===== src/rtl/register_scoreboard_pkg.sv =====
// Shared parameters and drain FSM encodings for the register scoreboard.
// Imported by the scoreboard top and its hazard-check sub-module.
package register_scoreboard_pkg;

    localparam int unsigned REGISTER_INDEX_WIDTH = 5;
    localparam int unsigned NUM_REGISTERS        = 32;
    localparam int unsigned PEND_CNT_WIDTH       = 3;

    localparam logic [1:0] SB_RUN     = 2'd0;
    localparam logic [1:0] SB_DRAIN   = 2'd1;
    localparam logic [1:0] SB_DRAINED = 2'd2;

    // Load count once this cycle's memory writeback has been retired; never wraps below zero.
    function automatic logic [PEND_CNT_WIDTH-1:0] loads_after_wb(
        input logic [PEND_CNT_WIDTH-1:0] cnt,
        input logic                      mem_wb
    );
        if (mem_wb && (cnt != '0)) begin
            return cnt - 1'b1;
        end
        return cnt;
    endfunction

endpackage


===== src/rtl/register_scoreboard_hazard_check.sv =====
// Combinational RAW/WAW/structural hazard evaluation for the instruction in decode.
// Same-cycle writebacks are forwarded, so they mask the corresponding busy bits.
module scoreboard_hazard_check #(
    parameter int unsigned REGISTER_INDEX_WIDTH = register_scoreboard_pkg::REGISTER_INDEX_WIDTH,
    parameter int unsigned NUM_REGISTERS        = register_scoreboard_pkg::NUM_REGISTERS,
    parameter int unsigned MAX_PENDING_LOADS    = 2
) (
    input  logic [NUM_REGISTERS-1:0]        busy_i,
    input  logic [2:0]                      pending_loads_i,
    input  logic [REGISTER_INDEX_WIDTH-1:0] src_1_i,
    input  logic [REGISTER_INDEX_WIDTH-1:0] src_2_i,
    input  logic [REGISTER_INDEX_WIDTH-1:0] dst_i,
    input  logic                            writes_dst_i,
    input  logic                            is_load_i,
    input  logic                            alu_wb_valid_i,
    input  logic [REGISTER_INDEX_WIDTH-1:0] alu_wb_idx_i,
    input  logic                            mem_wb_valid_i,
    input  logic [REGISTER_INDEX_WIDTH-1:0] mem_wb_idx_i,
    output logic                            raw_o,
    output logic                            waw_o,
    output logic                            struct_o,
    output logic                            hazard_o,
    output logic [2:0]                      loads_after_wb_o
);
    import register_scoreboard_pkg::*;

    localparam logic [2:0] MaxLoads = 3'(MAX_PENDING_LOADS);

    logic [NUM_REGISTERS-1:0] eff_busy;

    always_comb begin
        eff_busy = busy_i;
        if (alu_wb_valid_i) begin
            eff_busy[alu_wb_idx_i] = 1'b0;
        end
        if (mem_wb_valid_i) begin
            eff_busy[mem_wb_idx_i] = 1'b0;
        end
        eff_busy[0] = 1'b0;
    end

    always_comb begin
        raw_o            = eff_busy[src_1_i] | eff_busy[src_2_i];
        waw_o            = writes_dst_i & eff_busy[dst_i];
        loads_after_wb_o = loads_after_wb(pending_loads_i, mem_wb_valid_i);
        struct_o         = is_load_i & (loads_after_wb_o == MaxLoads);
        hazard_o         = raw_o | waw_o | struct_o;
    end

endmodule


===== src/rtl/register_scoreboard.sv =====
// Register scoreboard and issue controller for decode: tracks outstanding writes,
// throttles loads, gates issue and sequences a drain (fence) until the pipeline is quiet.
module register_scoreboard #(
    parameter int unsigned REGISTER_INDEX_WIDTH = register_scoreboard_pkg::REGISTER_INDEX_WIDTH,
    parameter int unsigned NUM_REGISTERS        = register_scoreboard_pkg::NUM_REGISTERS,
    parameter int unsigned MAX_PENDING_LOADS    = 2,
    parameter int unsigned STALL_COUNT_WIDTH    = 32
) (
    input  logic                            clk,
    input  logic                            reset,
    input  logic                            issue_valid,
    input  logic [REGISTER_INDEX_WIDTH-1:0] issue_idx_src_1,
    input  logic [REGISTER_INDEX_WIDTH-1:0] issue_idx_src_2,
    input  logic [REGISTER_INDEX_WIDTH-1:0] issue_idx_dst,
    input  logic                            issue_writes_dst,
    input  logic                            issue_is_load,
    input  logic                            alu_wb_valid,
    input  logic [REGISTER_INDEX_WIDTH-1:0] alu_wb_idx,
    input  logic                            mem_wb_valid,
    input  logic [REGISTER_INDEX_WIDTH-1:0] mem_wb_idx,
    input  logic                            drain_req,
    output logic                            issue_fire,
    output logic                            stall,
    output logic                            drain_done,
    output logic [NUM_REGISTERS-1:0]        busy_mask,
    output logic [STALL_COUNT_WIDTH-1:0]    stall_cycles
);
    import register_scoreboard_pkg::*;

    logic [NUM_REGISTERS-1:0]     busy_q, busy_d;
    logic [2:0]                   pend_q, pend_d;
    logic [1:0]                   state_q, state_d;
    logic                         drain_done_q, drain_done_d;
    logic [STALL_COUNT_WIDTH-1:0] stall_cnt_q, stall_cnt_d;

    logic       raw_hz, waw_hz, struct_hz, hazard;
    logic [2:0] loads_after_wb;
    logic       quiet;

    scoreboard_hazard_check #(
        .REGISTER_INDEX_WIDTH (REGISTER_INDEX_WIDTH),
        .NUM_REGISTERS        (NUM_REGISTERS),
        .MAX_PENDING_LOADS    (MAX_PENDING_LOADS)
    ) u_hazard_check (
        .busy_i           (busy_q),
        .pending_loads_i  (pend_q),
        .src_1_i          (issue_idx_src_1),
        .src_2_i          (issue_idx_src_2),
        .dst_i            (issue_idx_dst),
        .writes_dst_i     (issue_writes_dst),
        .is_load_i        (issue_is_load),
        .alu_wb_valid_i   (alu_wb_valid),
        .alu_wb_idx_i     (alu_wb_idx),
        .mem_wb_valid_i   (mem_wb_valid),
        .mem_wb_idx_i     (mem_wb_idx),
        .raw_o            (raw_hz),
        .waw_o            (waw_hz),
        .struct_o         (struct_hz),
        .hazard_o         (hazard),
        .loads_after_wb_o (loads_after_wb)
    );

    // drain_req blocks issue combinationally, before the FSM has left RUN.
    assign issue_fire = issue_valid & (state_q == SB_RUN) & ~drain_req & ~hazard;
    assign stall      = issue_valid & ~issue_fire;

    always_comb begin
        busy_d = busy_q;
        if (alu_wb_valid) begin
            busy_d[alu_wb_idx] = 1'b0;
        end
        if (mem_wb_valid) begin
            busy_d[mem_wb_idx] = 1'b0;
        end
        // Set after clear so a same-cycle reissue keeps the register busy.
        if (issue_fire && issue_writes_dst) begin
            busy_d[issue_idx_dst] = 1'b1;
        end
        busy_d[0] = 1'b0;
    end

    always_comb begin
        pend_d = loads_after_wb;
        if (issue_fire && issue_is_load) begin
            pend_d = loads_after_wb + 3'd1;
        end
    end

    always_comb begin
        stall_cnt_d = stall_cnt_q;
        if (stall && (stall_cnt_q != '1)) begin
            stall_cnt_d = stall_cnt_q + 1'b1;
        end
    end

    assign quiet = (busy_d == '0) && (pend_d == 3'd0);

    always_comb begin
        state_d = state_q;
        unique case (state_q)
            SB_RUN: begin
                if (drain_req) begin
                    state_d = SB_DRAIN;
                end
            end
            SB_DRAIN: begin
                if (!drain_req) begin
                    state_d = SB_RUN;
                end else if (quiet) begin
                    state_d = SB_DRAINED;
                end
            end
            SB_DRAINED: begin
                if (!drain_req) begin
                    state_d = SB_RUN;
                end
            end
            default: state_d = SB_RUN;
        endcase
        drain_done_d = (state_d == SB_DRAINED);
    end

    always_ff @(posedge clk) begin
        if (!reset) begin
            busy_q       <= '0;
            pend_q       <= 3'd0;
            state_q      <= SB_RUN;
            drain_done_q <= 1'b0;
            stall_cnt_q  <= '0;
        end else begin
            busy_q       <= busy_d;
            pend_q       <= pend_d;
            state_q      <= state_d;
            drain_done_q <= drain_done_d;
            stall_cnt_q  <= stall_cnt_d;
        end
    end

    assign drain_done   = drain_done_q;
    assign busy_mask    = busy_q;
    assign stall_cycles = stall_cnt_q;

endmodule


===== config.mk =====
export PLATFORM = sky130hd
export DESIGN_NAME = register_scoreboard
export DESIGN_NICKNAME = d
export VERILOG_FILES = /design/src/rtl/register_scoreboard_pkg.sv /design/src/rtl/register_scoreboard_hazard_check.sv /design/src/rtl/register_scoreboard.sv
export SDC_FILE = /design/constraint.sdc
export NUM_CORES = 1
export LEC_CHECK = 0
export ABC_AREA = 1
export CORE_MARGIN = 2
export CORE_UTILIZATION = 35
export DETAILED_ROUTE_END_ITERATION = 12
export MAX_ROUTING_LAYER = met4
export PLACE_DENSITY = 0.58
export SETUP_SLACK_MARGIN = 0.2
export SYNTH_ARGS = -nofsm -noshare
export SYNTH_HDL_FRONTEND = slang
export SYNTH_SLANG_ARGS = --single-unit
export TNS_END_PERCENT = 5

===== constraint.sdc =====
create_clock -name clk -period 4.8 [get_ports clk]
set_input_delay 0.96 -clock clk [delete_from_list [all_inputs] [get_ports clk]]
set_output_delay 0.96 -clock clk [all_outputs]
set_load 0.05 [all_outputs]

[Yosys cells after proc, flatten, opt, wreduce, memory -nomap -nowiden]
Index checks and enable logic that the tools add are counted.
Word-level totals
  register bits after elaboration: 70
  bits in latches: 0
  memory bits (writable): 0
  memory bits (read-only): 0
  bits of input ports: 33
  output and inout port bits: 67
  logic and storage cells: 75
  memories: 0
Operators by class
  $add $sub $neg: 3
  multiply operators: 0
  div/mod/pow operators: 0
  magnitude comparators: 8
  equal/unequal tests: 5
  shift-type cells: 0
  mux-type cells: 24
  bitwise gates (word level): 17
  reductions and logical operators: 12
Operators by type and width (count)
  $mux W32: 3
  $and A32 B32 Y32: 2
  $not A32 Y32: 2
  $add A32 B1 Y32 const B: 1
  $logic_not A32 Y1: 1
  $ne A32 B32 Y1 const B: 1
  $or A32 B32 Y32: 1
  $lt A5 B6 Y1 const B: 5
  $bmux W1 S5: 3
  $demux W1 S5: 3
  $ge A5 B1 Y1 const B: 3
  $mux W3: 3
  $logic_and A1 B1 Y1: 8
  $mux W2: 4
  $mux W1: 7
  $and A1 B1 Y1: 6
  $pmux W2 S3: 1
  $eq A2 B2 Y1 const B: 2
  $add A3 B1 Y3 const B: 1
  $eq A3 B2 Y1 const B: 1
  $logic_not A3 Y1: 1
  $not A1 Y1: 3
  $or A1 B1 Y1: 3
  $reduce_bool A3 Y1: 1
  other kinds (3): 3

[Logic depth before layout (Yosys ltp)]
Gate-level depths: netlist of run 1.
  word-level depth: 24
  depth in mapped cells: 24

[Cells and area by module]
A second synthesis of run 1 with hierarchy kept.
Second synthesis, totals
  cells, all modules: 1080
  area, all modules: 5873.1 um2
By module, submodules not included
  register_scoreboard: times used 1, cells each 660, area an instance 4072.7 um2, sequential area each 1381.3 um2
  scoreboard_hazard_check: times used 1, cells each 420, area an instance 1800.5 um2, sequential area each 0.0 um2

[Worst setup path after synthesis of run 1]
No wires, ideal clock.
  path type: input to output
  from: in alu_wb_idx[2]
  to: out stall
  data arrival time: 2.515 ns
  required time: 3.840 ns
  setup slack: 1.325 ns
  stages on the path: 15
  cells stage by stage: inv_1 nand3_1 or2_1 nand3_1 nand2_1 nand3_1 nand2_1 nand3_1 nand2_1 nand2_1 nand2_2 nor2_8 nand2_4 inv_2 nor2_4
Between the ends
  word-level cells in the longest chain between the ends: 18
  elaborated cells between the ends (all ways): 24
RTL lines
  start: declaration: line register_scoreboard.sv:18  | input logic [REGISTER_INDEX_WIDTH-1:0] alu_wb_idx,
  $lt A5 B6 Y1 (implied by the code) / $ge A5 B1 Y1 (equally long branches): line register_scoreboard_hazard_check.sv:34  | eff_busy[alu_wb_idx_i] = 1'b0;
  $logic_and A1 B1 Y1 (implied by the code): line register_scoreboard_hazard_check.sv:34
  $mux W1 (implied by the code): line register_scoreboard_hazard_check.sv:34
  $demux W1 S5 *
  $not A32 Y32 (no line) *
  $and A32 B32 Y32 (no line) *
  $mux W32 *: line register_scoreboard_hazard_check.sv:33  | if (alu_wb_valid_i) begin
  $and A32 B32 Y32 (no line)
  [... 2 more ...]
  $mux W1, on equally long branches: line register_scoreboard_hazard_check.sv:43, register_scoreboard_hazard_check.sv:44
  $or A1 B1 Y1 / $and A1 B1 Y1 (equally long branches): line register_scoreboard_hazard_check.sv:43, register_scoreboard_hazard_check.sv:44
  $or A1 B1 Y1 * (2 in a row): line register_scoreboard_hazard_check.sv:47  | hazard_o = raw_o | waw_o | struct_o;
  $not A1 Y1 *: line register_scoreboard.sv:64  | assign issue_fire = issue_valid & (state_q == SB_RUN) & ~drain_req & ~hazard;
  $and A1 B1 Y1 *: line register_scoreboard.sv:64
  named net issue_fire: line register_scoreboard.sv:22  | output logic issue_fire,
  $not A1 Y1 *: line register_scoreboard.sv:65  | assign stall = issue_valid & ~issue_fire;
  $and A1 B1 Y1 *: line register_scoreboard.sv:65
  end: declaration: line register_scoreboard.sv:23  | output logic stall,
Mark *: on every way through the listed nets, which the timed path passes. The rest lies on a longest branch. The select of a mux whose other input is x is not followed.

[Worst setup path after layout of run 1]
  from: in alu_wb_idx[4]
  to: out stall
Between the ends
  word-level cells in the longest chain between the ends: 18
  elaborated cells between the ends (all ways): 24
RTL lines
  $lt A5 B6 Y1 (implied by the code) / $ge A5 B1 Y1 (equally long branches): line register_scoreboard_hazard_check.sv:34
  $logic_and A1 B1 Y1 (implied by the code): line register_scoreboard_hazard_check.sv:34
  $mux W1 (implied by the code): line register_scoreboard_hazard_check.sv:34
  $demux W1 S5 *
  $not A32 Y32 (no line) *
  $and A32 B32 Y32 (no line) *
  $mux W32 *: line register_scoreboard_hazard_check.sv:33
  $and A32 B32 Y32 (no line)
  $mux W32 *: line register_scoreboard_hazard_check.sv:36  | if (mem_wb_valid_i) begin
  $bmux W1 S5, on equally long branches: line register_scoreboard_hazard_check.sv:43, register_scoreboard_hazard_check.sv:44
  $mux W1, on equally long branches: line register_scoreboard_hazard_check.sv:43, register_scoreboard_hazard_check.sv:44
  $or A1 B1 Y1 / $and A1 B1 Y1 (equally long branches): line register_scoreboard_hazard_check.sv:43, register_scoreboard_hazard_check.sv:44
  $or A1 B1 Y1 * (2 in a row): line register_scoreboard_hazard_check.sv:47
  $not A1 Y1 *: line register_scoreboard.sv:64
  $and A1 B1 Y1 *: line register_scoreboard.sv:64
  $not A1 Y1 *: line register_scoreboard.sv:65
  $and A1 B1 Y1 *: line register_scoreboard.sv:65
Every way passes the cells marked *; elsewhere a longest branch is shown, timed or not. The select of a mux whose other input is x is not followed.

==> impl_metrics.py, run 1 <==
metrics = {
    "critical_path": {
        "worst-setup-path-type": "input pin to output pin",
        "r2r-start": "pend_q[0]",
        "slowest_delay_ns": 0.57,
        "cp.arrival_ns": 3.43,
        "r2r_cells": 23,
        "critPathMaxFanout": 5,
        "slowest_stage": "clkdlybuf4s50_1",
        "cp.required_ns": 3.84,
        "critPathCaptureType": "output pin",
        "reg2reg_slack_ns": 1.50,
        "r2r_end": "state_q[1]",
        "crit_path_start_kind": "input pin",
        "cp_common_cell": "nand2_1",
        "crit_chain": "clkdlybuf4s50_1 -> inv_1 -> nand3_1 -> inv_1 -> nand2_1 -> nand3_1 -> nand2_1 -> nand2_1 -> o21ai_1 -> nand2_1 -> nor2_1 -> nand3_1 -> nand2_2 -> nor2_8 -> nand2_4 -> inv_2 -> nor2_4 -> buf_4",
    },
    "timing": {
        "tns_ns": 0,
        "finClkSkew_ns": 0.0121,
        "period_share_pct": 91.4,
        "hold_violations": 0,
        "tightest_slew_ns": 0.731,
        "fin_ws_ns": 0.413,
        "post-route-min-period_ns": 4.39,
        "setup_violations": 0,
        "maxSlewViolCount": 0,
        "slew_headroom_pct": 51.2,
        "max_freq_ghz": 0.228,
        "rsz0062_at_grt": "no",
    },
    "routing": {
        "drtIter0Drc": 539,
        "routedWlPerCell_um": 15.9,
        "wirelength_um": 18800,
        "vias": 6062,
        "drcViolationCount": 0,
        "dr.pass1.iters": 5,
        "routed_via_density": 5.12,
        "ant_nets": 0,
    },
    "pwr": {
        "vdd_drop_max_uv": 174,
        "powerDensity_nw_per_um2": 269,
        "p_leak_nw": 2.81,
        "p_total_mw": 1.80,
    },
    "hold_path": {
        "whs_path_depth": 1,
        "worstHoldStart": "state_q[0]",
        "hold-path-endpoint": "state_q[0]",
        "worstHoldPathType": "flop to flop",
    },
    "synth": {
        "synth_area_um2": 5130,
        "synth_warnings": 0,
        "synthesis.nets": 930,
        "synth_area_leaders": "dfxtp_1, nand2_1, nor2_1, inv_1, nand3_1",
        "synth_edf_count": 0,
        "yosysTopAreaCellShare_pct": 26.9,
        "synthFlopType": "dfxtp_1",
        "ys_async_sr_fraction_pct": 0,
        "yosysTopAreaCell": "dfxtp_1",
        "ys_types": 41,
        "synthCells": 892,
        "synth-seq-cells": 69,
        "yosysSeqAreaShare_pct": 26.9,
        "postSynthAreaPerCell_um2": 5.75,
    },
    "status": {
        "outcome": "finished clean",
    },
    "floorplan": {
        "start_util_pct": 35.5,
        "io_pins": 100,
        "rows": 44,
        "core_um2": 14400,
        "die_x_um": 125,
        "die_y_um": 125,
        "dieArea_um2": 15600,
    },
    "final_layout": {
        "area_growth_pct": 30.4,
        "multi_input_area_um2": 3200,
        "fillCellCount": 1551,
        "drive_gt1_share_pct": 6.41,
        "diodes": 0,
        "seq_area_um2": 1380,
        "final_nets": 1032,
    },
    "grt": {
        "grt_max_degree": 31,
        "antenna_found_initial": 0,
        "grt_pass1_vias": 5516,
        "overflow": 0,
        "grt_pass1_wl_um": 29600,
        "grt_usage_pct": 24.5,
    },
    "clocking": {
        "clk_pin_slew_worst_paths_ns": 0.07,
        "clockRootBuffer": "clkbuf_16",
        "cts_tree": "yes",
        "cts_buffer_depth": 2,
        "numCtsBuffers": 9,
        "htree_levels": 3,
        "clk_latency_ns": 0.35,
        "cts.sinks": 69,
    },
    "flow_run": {
        "drv_cap": 0,
    },
    "placed_design": {
        "io_buffers": 98,
        "hpwl_um": 14500,
        "gp_congestion": 1.02,
        "preCtsSetupSlack_ns": 0.341,
    },
}
-- registers in the layout, indices dropped and copies added, names as in the netlist --
register,cells
busy_mask,31
drain_done,1
stall_cycles,32
pend_q,3
state_q,2
-- cells in the mapped netlist, types with 5 or more instances --
cell	number
nor2_1	148
nor2_4	5
nand4_1	35
o21ai_1	16
a21oi_1	46
ha_1	5
nand2_1	255
o21ai_0	25
clkbuf_1	11
nand2_2	5
inv_1	114
dfxtp_1	69
nand3_1	66
nor4_1	8
nor3_1	26
inv_2	5
buf_2	6
-- timing repair --
action	in CTS	in global routing
hold endpoints to repair	0	0
endpoints found under the setup margin	0	1
buffers inserted	0	2
gates resized for setup	0	2
hold buffers	0	0
-- power breakdown --
group          internal, mW  switching (mW)  total [mW]
logic                 0.158           0.288       0.446
clock network         0.464           0.287       0.751
registers             0.591         0.00968       0.601
total                  1.21           0.584        1.80
-- through the flow --
step,util [%],instances,hold WS [ns],cell area [µm²]
finish,46.4,1183,0.453,6690
global route,46.4,1183,0.495,6690
CTS,46.2,1181,0.460,6660
detailed placement,43.9,1165,0.447,6330
global placement,43.9,1165,0.442,6330
floorplan,-,892,0.423,5130
-- per-layer routing --
layer,wire [µm],vias to the layer above,global-route usage [%]
met5,0,-,-
met4,601,0,9.48
met3,1590,37,5.48
met2,8070,275,36.4
met1,8560,2675,32.3
li1,-,3075,-
-- layout by cell type, fill, tap and decap left out, types with 2 or more instances in the layout --
cell type / n
a211oi_1: 2
a21oi_1: 46
a31oi_1: 2
buf_4: 14
bufinv_16: 2
clkbuf_16: 9
clkdlybuf4s50_1: 96
clkinv_1: 2
dfxtp_1: 69
ha_1: 5
inv_1: 114
inv_2: 5
inv_6: 3
nand2_1: 254
nand2_2: 6
nand3_1: 65
nand3_2: 5
nand4_1: 35
nor2_1: 148
nor2_2: 2
nor2_4: 5
nor3_1: 26
nor3_2: 4
nor3b_1: 2
nor4_1: 8
o211ai_1: 4
o21a_1: 4
o21ai_0: 25
o21ai_1: 16
or2_1: 4
xor2_1: 2
-- cells by family (layout without fill, tap and decap cells) --
group	after synthesis	in the layout	share of synthesized area (%)
buffers and inverters	141	248	10.7
adders and majority gates	5	5	1.22
AOI/OAI and AO/OA	102	102	10.8
xor gates and xnor gates	3	3	0.513
other	1	1	0.0732
and+or+nand+nor	571	571	49.8
DFF	69	69	26.9
-- area by class of cell --
type | instances | share of cell area [%]
tap | 184 | 3.44
timing repair buffer | 111 | 16.2
multi-input combinational | 682 | 47.9
clock buffer | 9 | 3.37
clock inverter | 7 | 1.57
inverter | 121 | 6.79
sequential | 69 | 20.7
-- how the worst max path moves through the flow --
stage | start | endpoint | slack [ns] | depth (start not counted)
5_1_grt | alu_wb_idx[2] | stall | 0.23 | 17
2_1_floorplan | alu_wb_idx[2] | stall | 1.32 | 15
3_3_place_gp | alu_wb_valid | stall | 0.35 | 15
6_report | alu_wb_idx[4] | stall | 0.41 | 18
3_5_place_dp | alu_wb_valid | stall | 0.34 | 15
4_1_cts | alu_wb_valid | stall | 0.32 | 15
-- critical path, delay by kind of cell --
family | cells | cell delay (ns)
buffers and inverters | 5 | 1.07
AND/OR/NAND/NOR | 12 | 1.26
AO/OA/AOI/OAI | 1 | 0.13
(Power assumes the default switching activity.)
==> run 2: changes to the inputs <==
--- a/config.mk
+++ b/config.mk
@@ -12,6 +12,7 @@
 export MAX_ROUTING_LAYER = met4
 export PLACE_DENSITY = 0.58
 export SETUP_SLACK_MARGIN = 0.2
+export SKIP_LAST_GASP = 1
 export SYNTH_ARGS = -nofsm -noshare
 export SYNTH_HDL_FRONTEND = slang
 export SYNTH_SLANG_ARGS = --single-unit
==> results of run 2 <==
The final DEF is identical to that of run 1; final timing and power are the same.
==> run 3: changes to the inputs <==
--- a/config.mk
+++ b/config.mk
@@ -13,6 +13,7 @@
 export PLACE_DENSITY = 0.58
 export SETUP_SLACK_MARGIN = 0.2
 export SKIP_LAST_GASP = 1
+export SLEW_MARGIN = 20
 export SYNTH_ARGS = -nofsm -noshare
 export SYNTH_HDL_FRONTEND = slang
 export SYNTH_SLANG_ARGS = --single-unit
==> results of run 3 <==
The final DEF is identical to that of run 1; final timing and power are the same.
